<file path="src/rtl/uart_pkg.sv">
// Shared UART definitions: transmitter state encoding and frame constants.
// The receive block is expected to import this package as well.
package uart_pkg;

    typedef enum logic [2:0] {
        IDLE   = 3'd0,
        START  = 3'd1,
        DATA   = 3'd2,
        PARITY = 3'd3,
        STOP   = 3'd4
    } uart_tx_state_e;

    localparam int   UART_DATA_BITS  = 8;
    localparam logic UART_IDLE_LEVEL = 1'b1;

endpackage

</file>
<file path="src/rtl/uart_tx_fifo.sv">
// Single-clock synchronous FIFO for transmit bytes.
// Full/empty are registered and derived from the next occupancy value,
// so they change on the same edge as the push/pop that moves them.
module uart_tx_fifo
    import uart_pkg::*;
#(
    parameter int FIFO_DEPTH = 8,
    parameter int DATA_W     = UART_DATA_BITS
) (
    input  logic              i_clk,
    input  logic              i_rst,
    input  logic              i_push,
    input  logic [DATA_W-1:0] i_wdata,
    input  logic              i_pop,
    output logic [DATA_W-1:0] o_rdata,
    output logic              o_full,
    output logic              o_empty
);

    localparam int AW = $clog2(FIFO_DEPTH);
    localparam logic [AW:0] FULL_CNT = (AW+1)'(FIFO_DEPTH);

    logic [DATA_W-1:0] r_mem [FIFO_DEPTH];
    logic [AW-1:0]     r_wptr;
    logic [AW-1:0]     r_rptr;
    logic [AW:0]       r_count;
    logic              r_full;
    logic              r_empty;

    logic              w_push_ok;
    logic              w_pop_ok;
    logic [AW:0]       w_count_nxt;

    // Offers while full are dropped; pops while empty are ignored.
    assign w_push_ok = i_push && !r_full;
    assign w_pop_ok  = i_pop && !r_empty;

    // Next occupancy: simultaneous push and pop leave it unchanged.
    always_comb begin
        w_count_nxt = r_count;
        case ({w_push_ok, w_pop_ok})
            2'b10:   w_count_nxt = r_count + (AW+1)'(1);
            2'b01:   w_count_nxt = r_count - (AW+1)'(1);
            default: w_count_nxt = r_count;
        endcase
    end

    // Pointers, occupancy and registered flags.
    always_ff @(posedge i_clk) begin
        if (i_rst) begin
            r_wptr  <= '0;
            r_rptr  <= '0;
            r_count <= '0;
            r_full  <= 1'b0;
            r_empty <= 1'b1;
        end else begin
            if (w_push_ok) r_wptr <= r_wptr + AW'(1);
            if (w_pop_ok)  r_rptr <= r_rptr + AW'(1);
            r_count <= w_count_nxt;
            r_full  <= (w_count_nxt == FULL_CNT);
            r_empty <= (w_count_nxt == '0);
        end
    end

    // Storage array; contents need no reset since the pointers gate access.
    always_ff @(posedge i_clk) begin
        if (w_push_ok) r_mem[r_wptr] <= i_wdata;
    end

    assign o_rdata = r_mem[r_rptr];
    assign o_full  = r_full;
    assign o_empty = r_empty;

endmodule

</file>
<file path="src/rtl/uart_tx_engine.sv">
// UART transmit engine: byte FIFO, baud counter, framing FSM, shift register.
// Default frame is 8N1. Defining UART_TX_PARITY_EN inserts an even-parity
// bit between the data bits and the stop bit (8E1).
// txd and tx_busy are registered one cycle behind the FSM state, so the
// byte popped at edge N shows its start bit from edge N+1.
module uart_tx_engine
    import uart_pkg::*;
#(
    parameter int FIFO_DEPTH = 8,
    parameter int DIV_W      = 8
) (
    input  logic             PCLK,
    input  logic             PRESET,
    input  logic             tx_enable,
    input  logic [DIV_W-1:0] baud_div,
    input  logic             wr_valid,
    input  logic [7:0]       wr_data,
    output logic             wr_ready,
    output logic             tx_full,
    output logic             tx_empty,
    output logic             tx_busy,
    output logic             txd
);

    localparam logic [2:0] LAST_BIT = 3'(UART_DATA_BITS - 1);

    uart_tx_state_e          r_state;
    uart_tx_state_e          w_state_nxt;
    logic [DIV_W-1:0]        r_cnt;
    logic [DIV_W-1:0]        w_cnt_nxt;
    logic [2:0]              r_bit;
    logic [2:0]              w_bit_nxt;
    logic [7:0]              r_shift;
    logic [7:0]              w_shift_nxt;
    logic [DIV_W-1:0]        r_div;
    logic [DIV_W-1:0]        w_div_nxt;
    logic                    r_txd;
    logic                    w_txd_nxt;
    logic                    r_busy;
`ifdef UART_TX_PARITY_EN
    logic                    r_par;
    logic                    w_par_nxt;
`endif

    logic                    w_pop;
    logic                    w_tick;
    logic                    w_fifo_full;
    logic                    w_fifo_empty;
    logic [7:0]              w_fifo_rdata;

    uart_tx_fifo #(
        .FIFO_DEPTH (FIFO_DEPTH),
        .DATA_W     (UART_DATA_BITS)
    ) u_fifo (
        .i_clk   (PCLK),
        .i_rst   (PRESET),
        .i_push  (wr_valid),
        .i_wdata (wr_data),
        .i_pop   (w_pop),
        .o_rdata (w_fifo_rdata),
        .o_full  (w_fifo_full),
        .o_empty (w_fifo_empty)
    );

    assign w_tick = (r_cnt == r_div);

    // Next-state, counters, shift register and line level for the next cycle.
    always_comb begin
        w_state_nxt = r_state;
        w_cnt_nxt   = r_cnt;
        w_bit_nxt   = r_bit;
        w_shift_nxt = r_shift;
        w_div_nxt   = r_div;
        w_txd_nxt   = UART_IDLE_LEVEL;
        w_pop       = 1'b0;
`ifdef UART_TX_PARITY_EN
        w_par_nxt   = r_par;
`endif
        case (r_state)
            IDLE: begin
                if (tx_enable && !w_fifo_empty) begin
                    w_pop       = 1'b1;
                    w_shift_nxt = w_fifo_rdata;
                    w_div_nxt   = baud_div;
                    w_cnt_nxt   = '0;
                    w_bit_nxt   = '0;
                    w_state_nxt = START;
`ifdef UART_TX_PARITY_EN
                    w_par_nxt   = ^w_fifo_rdata;
`endif
                end
            end
            START: begin
                w_txd_nxt = 1'b0;
                if (w_tick) begin
                    w_cnt_nxt   = '0;
                    w_state_nxt = DATA;
                end else begin
                    w_cnt_nxt = r_cnt + DIV_W'(1);
                end
            end
            DATA: begin
                w_txd_nxt = r_shift[0];
                if (w_tick) begin
                    w_cnt_nxt   = '0;
                    w_shift_nxt = {1'b0, r_shift[7:1]};
                    if (r_bit == LAST_BIT) begin
`ifdef UART_TX_PARITY_EN
                        w_state_nxt = PARITY;
`else
                        w_state_nxt = STOP;
`endif
                    end else begin
                        w_bit_nxt = r_bit + 3'd1;
                    end
                end else begin
                    w_cnt_nxt = r_cnt + DIV_W'(1);
                end
            end
            PARITY: begin
`ifdef UART_TX_PARITY_EN
                w_txd_nxt = r_par;
                if (w_tick) begin
                    w_cnt_nxt   = '0;
                    w_state_nxt = STOP;
                end else begin
                    w_cnt_nxt = r_cnt + DIV_W'(1);
                end
`else
                w_state_nxt = IDLE;
`endif
            end
            STOP: begin
                w_txd_nxt = UART_IDLE_LEVEL;
                if (w_tick) begin
                    w_cnt_nxt   = '0;
                    w_state_nxt = IDLE;
                end else begin
                    w_cnt_nxt = r_cnt + DIV_W'(1);
                end
            end
            default: w_state_nxt = IDLE;
        endcase
    end

    // Control state; reset abandons any frame and returns the line to idle.
    always_ff @(posedge PCLK) begin
        if (PRESET) begin
            r_state <= IDLE;
            r_cnt   <= '0;
            r_bit   <= '0;
            r_txd   <= UART_IDLE_LEVEL;
            r_busy  <= 1'b0;
        end else begin
            r_state <= w_state_nxt;
            r_cnt   <= w_cnt_nxt;
            r_bit   <= w_bit_nxt;
            r_txd   <= w_txd_nxt;
            r_busy  <= (r_state != IDLE);
        end
    end

    // Frame data and latched divisor; only read while a frame is active.
    always_ff @(posedge PCLK) begin
        r_shift <= w_shift_nxt;
        r_div   <= w_div_nxt;
`ifdef UART_TX_PARITY_EN
        r_par   <= w_par_nxt;
`endif
    end

    assign txd      = r_txd;
    assign tx_busy  = r_busy;
    assign tx_full  = w_fifo_full;
    assign tx_empty = w_fifo_empty;
    assign wr_ready = !w_fifo_full;

endmodule
</file>
<file path="config.mk">
export PLATFORM = sky130hd
export DESIGN_NAME = uart_tx_engine
export DESIGN_NICKNAME = d
export VERILOG_FILES = /design/src/rtl/uart_pkg.sv /design/src/rtl/uart_tx_fifo.sv /design/src/rtl/uart_tx_engine.sv
export SDC_FILE = /design/constraint.sdc
export NUM_CORES = 1
export LEC_CHECK = 0
export CAP_MARGIN = 10
export CORE_ASPECT_RATIO = 0.6
export CORE_MARGIN = 5
export CORE_UTILIZATION = 25
export CTS_CLUSTER_SIZE = 14
export DETAILED_ROUTE_END_ITERATION = 16
export MAX_ROUTING_LAYER = met4
export SETUP_SLACK_MARGIN = 0.02
export SLEW_MARGIN = 20
export SYNTH_ARGS = -nofsm -noshare
export SYNTH_HDL_FRONTEND = slang
export SYNTH_HIERARCHICAL = 1
export SYNTH_SLANG_ARGS = --single-unit
</file>
<file path="constraint.sdc">
create_clock -name PCLK -period 2.7 [get_ports PCLK]
set_input_delay 0.405 -clock PCLK [delete_from_list [all_inputs] [get_ports PCLK]]
set_output_delay 0.405 -clock PCLK [all_outputs]
set_load 0.03 [all_outputs]
</file>
==> flow_summary_export.csv, run 1 <==
group,metric,value,unit
clock_tree,cts_sinks,111,
critical_path,endpoint_kind,"register",
critical_path,crit_top_cell,"xnor2_1",
worst_hold_path,min_path_type,"reg2reg",
logic_synthesis,synth_edf_count,80,
critical_path,max_stage_delay,0.47,ns
sta,tightest_slew,0.543,ns
final_layout,drive_gt1_frac,0.186,
critical_path,critPathKind,"in2reg",
logic_synthesis,synth_top_area_cell,"edfxtp_1",
die,ios,25,
placement,numPortBuffers,24,
final_layout,register_area,0.00302,mm2
route,final_antenna_net_count,0,
logic_synthesis,ys_warn_count,6,
job,cap_violations,0,
route,via_count,2814,
route,drtPass1Iterations,4,
placement,hpwl,6520,um
logic_synthesis,ys_dominant_reg_cell,"edfxtp_1",
route,via_per_inst,4.57,
global_routing,globalRouteTotalUtil,0.0914,
route,route.detailed.drc,0,
logic_synthesis,synthTopCellsByCount,"edfxtp_1 (80), nand2_1 (35), dfxtp_1 (31), xnor2_1 (18), mux4_2 (16)",
sta,rsz0062_at_grt,"no",
final_layout,stdcell_area,0.00562,mm2
logic_synthesis,synth-seq-cells,111,
global_routing,antenna_found_initial,0,
sta,finClkSkew,0.0106,ns
final_layout,syn2layout_area_growth,19.6,%
clock_tree,cts-buffers-inserted,9,
logic_synthesis,synthCells,330,
logic_synthesis,synth_area_leaders,"edfxtp_1 (51%), dfxtp_1 (13%), mux4_2 (7.7%)",
final_layout,nets,398,
power_and_ir_drop,pwr_density_cell,629,mW/mm2
logic_synthesis,synth_top_cell_area_share,0.511,
sta,fin_crit,2.43,ns
critical_path,slowest_stage,"clkdlybuf4s50_1",
global_routing,grt-ovfl-total,0,
clock_tree,cts_hold_buf,0,
sta,max_freq,0.411,GHz
outcome,status,"finished clean",
critical_path,critPathArrivalTime,2.70,ns
clock_tree,cts_tree,"done",
sta,final.period_utilization,0.902,
logic_synthesis,synth.avg_cell_area,14.2,um2
clock_tree,h-tree-depth,3,
final_layout,insertedDiodeCount,0,
die,die-area,0.0217,mm2
die,coreArea,0.0183,mm2
logic_synthesis,ys_seq_area_frac,0.643,
sta,setup_viol,0,
logic_synthesis,netlist_area,0.00470,mm2
global_routing,grt_pass1_vias,2834,
logic_synthesis,yosysMostFrequentCell,"edfxtp_1",
die,fp.dieH,116,um
sta,hold_viol_final,0,
route,dr.first_iter.drc_count,188,
die,fp-row-count,38,
sta,whs,0.492,ns
critical_path,required,2.96,ns
critical_path,path_cells,"clkdlybuf4s50_1, nor2b_1, and2_4, nand2b_2, clkinv_1, nand2_1, xnor2_1, ha_1, a21oi_1, a21boi_0, nor3_1, xnor2_1, nor4bb_2",
logic_synthesis,synth_cell_types,56,
power_and_ir_drop,vdd_drop_max,0.425,mV
critical_path,crit_fanout,3,
clock_tree,clkLatencyLatePin,0.35,ns
logic_synthesis,synthArstFlopShare,0,
clock_tree,clkSlewWorstSetupHoldPaths,0.07,ns
route,routedWlPerCell,15.2,um
final_layout,multi_input_area,0.00159,mm2
critical_path,start_kind,"input pin",
global_routing,grt_max_degree,21,
sta,slew_viol_final,0,
clock_tree,clockBufferDepth,2,
final_layout,n_fill_cell,1826,
die,start_util,0.257,
die,die_w,187,um
global_routing,grt_first_pass_wirelength,15000,um
clock_tree,cts-root-buf,"clkbuf_16",
route,totalWireLength,9370,um
placement,placed_area,0.00531,mm2
sta,slew_headroom,0.636,
logic_synthesis,synth_nets,357,
placement,place_congestion,0.772,
power_and_ir_drop,p_leak,1.84,nW
flip-flops by register name (all words and copies together), names as in the netlist, 3 cells and up, named ones only:
name,cells
r_shift,8
r_bit,3
u_fifo/r_rptr,3
r_state,3
r_cnt,8
u_fifo/r_wptr,3
r_div,8
u_fifo/r_count,4
u_fifo/r_mem,64
report_power, final:
part / switching (W) / leakage, nW / internal, W / total, W
combinational: 0.000169 / 0.715 / 0.000156 / 0.000325
clock: 0.000627 / 0.141 / 0.000647 / 0.00127
sequential: 0.0000403 / 0.980 / 0.00190 / 0.00194
worst max-delay path, delay by kind of cell:
family          cells  cell delay, ns
buf+inv             2            0.54
simple gates        6            0.81
compound gates      2            0.37
fa+ha+maj           1            0.19
xor+xnor            2            0.38
cell families after synthesis:
family | after synthesis | synth area share
flops | 111 | 0.643
simple gates | 99 | 0.108
compound gates | 45 | 0.0687
mux | 26 | 0.100
buf+inv | 21 | 0.0218
xor+xnor | 20 | 0.0373
fa+ha+maj | 8 | 0.0210
metal layers:
metal  wire length (um)  GRT usage
met1               4790      0.125
met2               4180      0.139
met3                276     0.0185
met4                122     0.0271
met5                  0          -
path summary, 6_finish.rpt:
kind / cells after the start / startpoint / slack, ns / to
setup / recovery: 13 / tx_enable / 0.27 / u_fifo/o_full$_SDFF_PP0_
hold / removal: 2 / u_fifo/r_rptr[1]$_SDFFE_PP0P_ / 0.49 / register
setup reg to reg: 10 / r_state[2]$_SDFFE_PP0P_ / 0.32 / u_fifo/o_empty$_SDFF_PP1_
hold reg to reg: 2 / u_fifo/r_rptr[1]$_SDFFE_PP0P_ / 0.49 / register
what timing repair did:
item	CTS	global route
setup buffers	0	1
resized for setup	0	2
endpoints found under the setup margin	0	1
cells in the final DEF (no fill, tap or decap), types with 3 or more instances in the layout:
master,Yosys,layout
and4_1,3,3
a211oi_1,3,3
nor2_1,15,15
nand2b_1,9,9
nand4_1,3,3
nand3_1,9,9
xnor2_1,18,18
mux4_2,16,16
clkbuf_16,0,9
dfxtp_1,31,31
a21oi_1,12,12
o2111ai_1,3,3
ha_1,7,7
nor3_1,9,8
clkdlybuf4s50_1,0,24
inv_1,5,5
edfxtp_1,80,80
mux2_2,8,8
buf_4,1,20
nand2_1,35,35
nor3b_1,3,3
through the flow:
stage | utilization | power (W) | worst slack, ns | instances | TNS [ns]
6_report | 0.308 | 0.00353 | 0.265 | 616 | 0
5_1_grt | 0.308 | 0.00368 | 0.0480 | 616 | 0
4_1_cts | 0.307 | 0.00356 | 0.251 | 615 | 0
3_5_place_dp | 0.291 | 0.00229 | -0.125 | 599 | -0.166
3_3_place_gp | 0.291 | 0.00228 | -0.00761 | 599 | -0.00761
2_1_floorplan | - | 0.00217 | 0.0871 | 330 | 0
cell type report:
| cell class | count | share of cell area |
|---|---|---|
| timing repair buffer | 44 | 0.0695 |
| clock inverter | 7 | 0.0118 |
| inverter | 7 | 0.00467 |
| clock buffer | 9 | 0.0401 |
| multi-input combinational | 198 | 0.283 |
| tap | 240 | 0.0534 |
| sequential | 111 | 0.538 |
(Power assumes the default switching activity.)
==> run 2: changes to the inputs <==
--- a/config.mk
+++ b/config.mk
@@ -5,6 +5,7 @@
 export SDC_FILE = /design/constraint.sdc
 export NUM_CORES = 1
 export LEC_CHECK = 0
+export ABC_AREA = 1
 export CAP_MARGIN = 10
 export CORE_ASPECT_RATIO = 0.6
 export CORE_MARGIN = 5
==> run 2 against run 1 <==
Clock power about the same. Die area up 2.3%. Register-to-register slack better by 0.10 ns. Synthesized cell count up 43%. Largest power group unchanged. Largest cell class unchanged.
==> flow_summary_export.csv, run 2 <==
group,metric,value,unit
sta,tightest_slew,0.527,ns
logic_synthesis,ys_seq_area_frac,0.628,
critical_path,crit_fanout,5,
final_layout,stdcell_area,0.00570,mm2
logic_synthesis,synth-seq-cells,111,
logic_synthesis,yosys.area_share.simple,0.192,
logic_synthesis,synth_cell_types,35,
critical_path,r2r_start,"u_fifo/o_empty$_SDFF_PP1_",
placement,hpwl,6580,um
clock_tree,cts-root-buf,"clkbuf_16",
outcome,status,"finished clean",
logic_synthesis,synth_edf_count,80,
sta,slew_viol_final,0,
logic_synthesis,synth_top_area_cell,"edfxtp_1",
logic_synthesis,synthXorXnorAreaFrac,0.0182,
final_layout,insertedDiodeCount,0,
clock_tree,cts_resized,0,
sta,hold_viol_final,0,
critical_path,startpoint,"tx_enable",
power_and_ir_drop,pwr_density_cell,865,mW/mm2
route,final_antenna_net_count,0,
global_routing,grt_first_pass_wirelength,16400,um
final_layout,most-common-layout-cells,"nor2_1 (84), edfxtp_1 (80), nand2_1 (77)",
sta,final.setup.tns,0,ns
clock_tree,cts_sinks,111,
global_routing,grt_max_degree,33,
route,route.detailed.drc,0,
route,via_count,3179,
logic_synthesis,ys_warn_count,6,
logic_synthesis,ys_dominant_reg_cell,"edfxtp_1",
logic_synthesis,synth_mux_area_frac,0,
clock_tree,cts-buffers-inserted,9,
sta,setup_viol,0,
critical_path,reg2reg_depth,15,
die,coreArea,0.0190,mm2
critical_path,setup.worst_path.end,"u_fifo/o_empty$_SDFF_PP1_",
route,totalWireLength,9560,um
global_routing,globalRouteTotalUtil,0.0939,
critical_path,endpoint_kind,"register",
logic_synthesis,synth_compound_area_frac,0.0946,
route,drtPass1Iterations,4,
clock_tree,clkLatencyLatePin,0.34,ns
sta,final.period_utilization,0.876,
sta,max_freq,0.423,GHz
clock_tree,clkSlewWorstSetupHoldPaths,0.08,ns
clock_tree,h-tree-depth,3,
die,die-area,0.0222,mm2
logic_synthesis,synth_area_leaders,"edfxtp_1 (50%), dfxtp_1 (13%), nor2_1 (6.5%)",
global_routing,antenna_found_initial,0,
power_and_ir_drop,vdd_drop_max,0.405,mV
sta,slew_headroom,0.648,
logic_synthesis,synth_top_cell_area_share,0.499,
logic_synthesis,netlist_area,0.00481,mm2
die,die_w,189,um
sta,finClkSkew,0.00686,ns
placement,place_congestion,0.780,
critical_path,r2r_end,"u_fifo/o_empty$_SDFF_PP1_",
logic_synthesis,synthCells,472,
route,routedWlPerCell,12.6,um
critical_path,reg2reg_slack,0.42,ns
logic_synthesis,synth.avg_cell_area,10.2,um2
power_and_ir_drop,p_leak,2.14,nW
final_layout,final_common_cell,"nor2_1",
die,start_util,0.254,
critical_path,critPathArrivalTime,2.64,ns
logic_synthesis,synthArstFlopShare,0,
job,cap_violations,0,
clock_tree,clockBufferDepth,2,
worst_hold_path,min_path_type,"reg2reg",
placement,placed_area,0.00541,mm2
critical_path,critPathKind,"in2reg",
sta,setup_ws,0.334,ns
critical_path,start_kind,"input pin",
route,via_per_inst,4.18,
clock_tree,cts_setup_buffers,0,
clock_tree,cts_hold_buf,0,
final_layout,largest_reg_flops,64,
critical_path,required,2.97,ns
final_layout,top_register,"u_fifo/r_mem",
final_layout,nets,537,
logic_synthesis,synthAdderAreaFrac,0.0182,
logic_synthesis,synth_nets,499,
placement,numPortBuffers,24,
logic_synthesis,synthTopCellsByCount,"nor2_1 (84), edfxtp_1 (80), nand2_1 (77), inv_1 (36), dfxtp_1 (31)",
logic_synthesis,yosysMostFrequentCell,"nor2_1",
sta,whs,0.465,ns
die,fp-row-count,39,
clock_tree,cts_tree,"done",
die,ios,25,
final_layout,syn2layout_area_growth,18.3,%
sta,rsz0062_at_grt,"no",
final_layout,drive_gt1_frac,0.118,
placement,place_ws,-0.0413,ns
sta,fin_crit,2.37,ns
global_routing,grt_pass1_vias,3149,
global_routing,grt-ovfl-total,0,
route,dr.first_iter.drc_count,255,
logic_synthesis,synth_top_family_by_area,"simple AND/OR/NAND/NOR gates",
die,fp.dieH,117,um
==> run 2: cell types whose count changed in the layout (fill, tap and decap cells not counted), moves of 7 or more <==
cell	delta
a21oi_1	+13
inv_1	+31
inv_2	+7
mux2_2	-8
mux4_2	-16
nand2_1	+42
nand2b_1	-9
nor2_1	+69
nor3_1	-7
o21ai_0	+22
o21ai_1	+14
o22ai_1	+7
xnor2_1	-11
==> run 2: final cells by class <==
type / count / area (um2)
tap: 246 / 308
fill: 1930 / 13300
sequential: 111 / 3020
clock inverter: 7 / 61.3
inverter: 44 / 165
clock buffer: 9 / 225
timing repair buffer: 40 / 360
multi-input combinational: 304 / 1550
==> run 2: how the worst min path moves through the flow <==
| stage | start | to | slack (ns) | cells past startpoint |
|---|---|---|---|---|
| finish | r_shift[0]$_DFFE_PP_ | txd$_SDFF_PP1_ | 0.46 | 2 |
| global route | r_shift[0]$_DFFE_PP_ | txd$_SDFF_PP1_ | 0.51 | 2 |
| CTS | r_shift[0]$_DFFE_PP_ | txd$_SDFF_PP1_ | 0.47 | 2 |
| detailed placement | r_shift[0]$_DFFE_PP_ | txd$_SDFF_PP1_ | 0.45 | 2 |
| global placement | u_fifo/r_rptr[2]$_SDFFE_PP0P_ | u_fifo/r_rptr[2]$_SDFFE_PP0P_ | 0.46 | 2 |
| floorplan | r_shift[0]$_DFFE_PP_ | txd$_SDFF_PP1_ | 0.43 | 2 |
==> run 2: worst max-delay path, cell delays in order <==
cell             delay, ns
clkdlybuf4s50_1       0.45
inv_1                 0.03
nor2_1                0.18
nand2_2               0.10
inv_2                 0.07
inv_2                 0.05
nor2_8                0.13
nand3_2               0.10
nand2_1               0.11
inv_1                 0.05
ha_1                  0.25
o21ai_0               0.22
nand2_1               0.08
nand3b_2              0.20
nand2_1               0.06
inv_1                 0.04
a21oi_1               0.10
==> run 2: metal layers <==
metal / routed length, um / track usage / share of wire
met1: 5390 / 0.142 / 0.56
met2: 3760 / 0.124 / 0.39
met3: 365 / 0.0222 / 0.038
met4: 44 / 0.0259 / 0.0046
met5: 0 / - / 0
==> run 2: where the power goes <==
part	leakage (nW)	total [W]	internal [W]	switching [W]
clock	0.142	0.00127	0.000647	0.000622
sequential	0.984	0.00224	0.00211	0.000129
combinational	1.01	0.00142	0.000505	0.000914
total	2.14	0.00493	0.00326	0.00167
==> run 2: metrics by stage <==
step | power, W | util | std cells
after CTS | 0.00499 | 0.300 | 761
after global placement | 0.00370 | 0.285 | 745
final | 0.00493 | 0.300 | 761
after global routing | 0.00529 | 0.300 | 761
after detailed placement | 0.00371 | 0.285 | 745
after floorplan | 0.00330 | - | 472
==> run 2: logic make-up (layout without fill, tap and decap cells) <==
family                   count (synthesis)  count (layout)
adder cells (fa/ha/maj)                  7               7
AND/OR/NAND/NOR                        202             202
buffers and inverters                   57             100
XOR/XNOR                                10              10
AO/OA/AOI/OAI                           85              85
flip-flops                             111             111
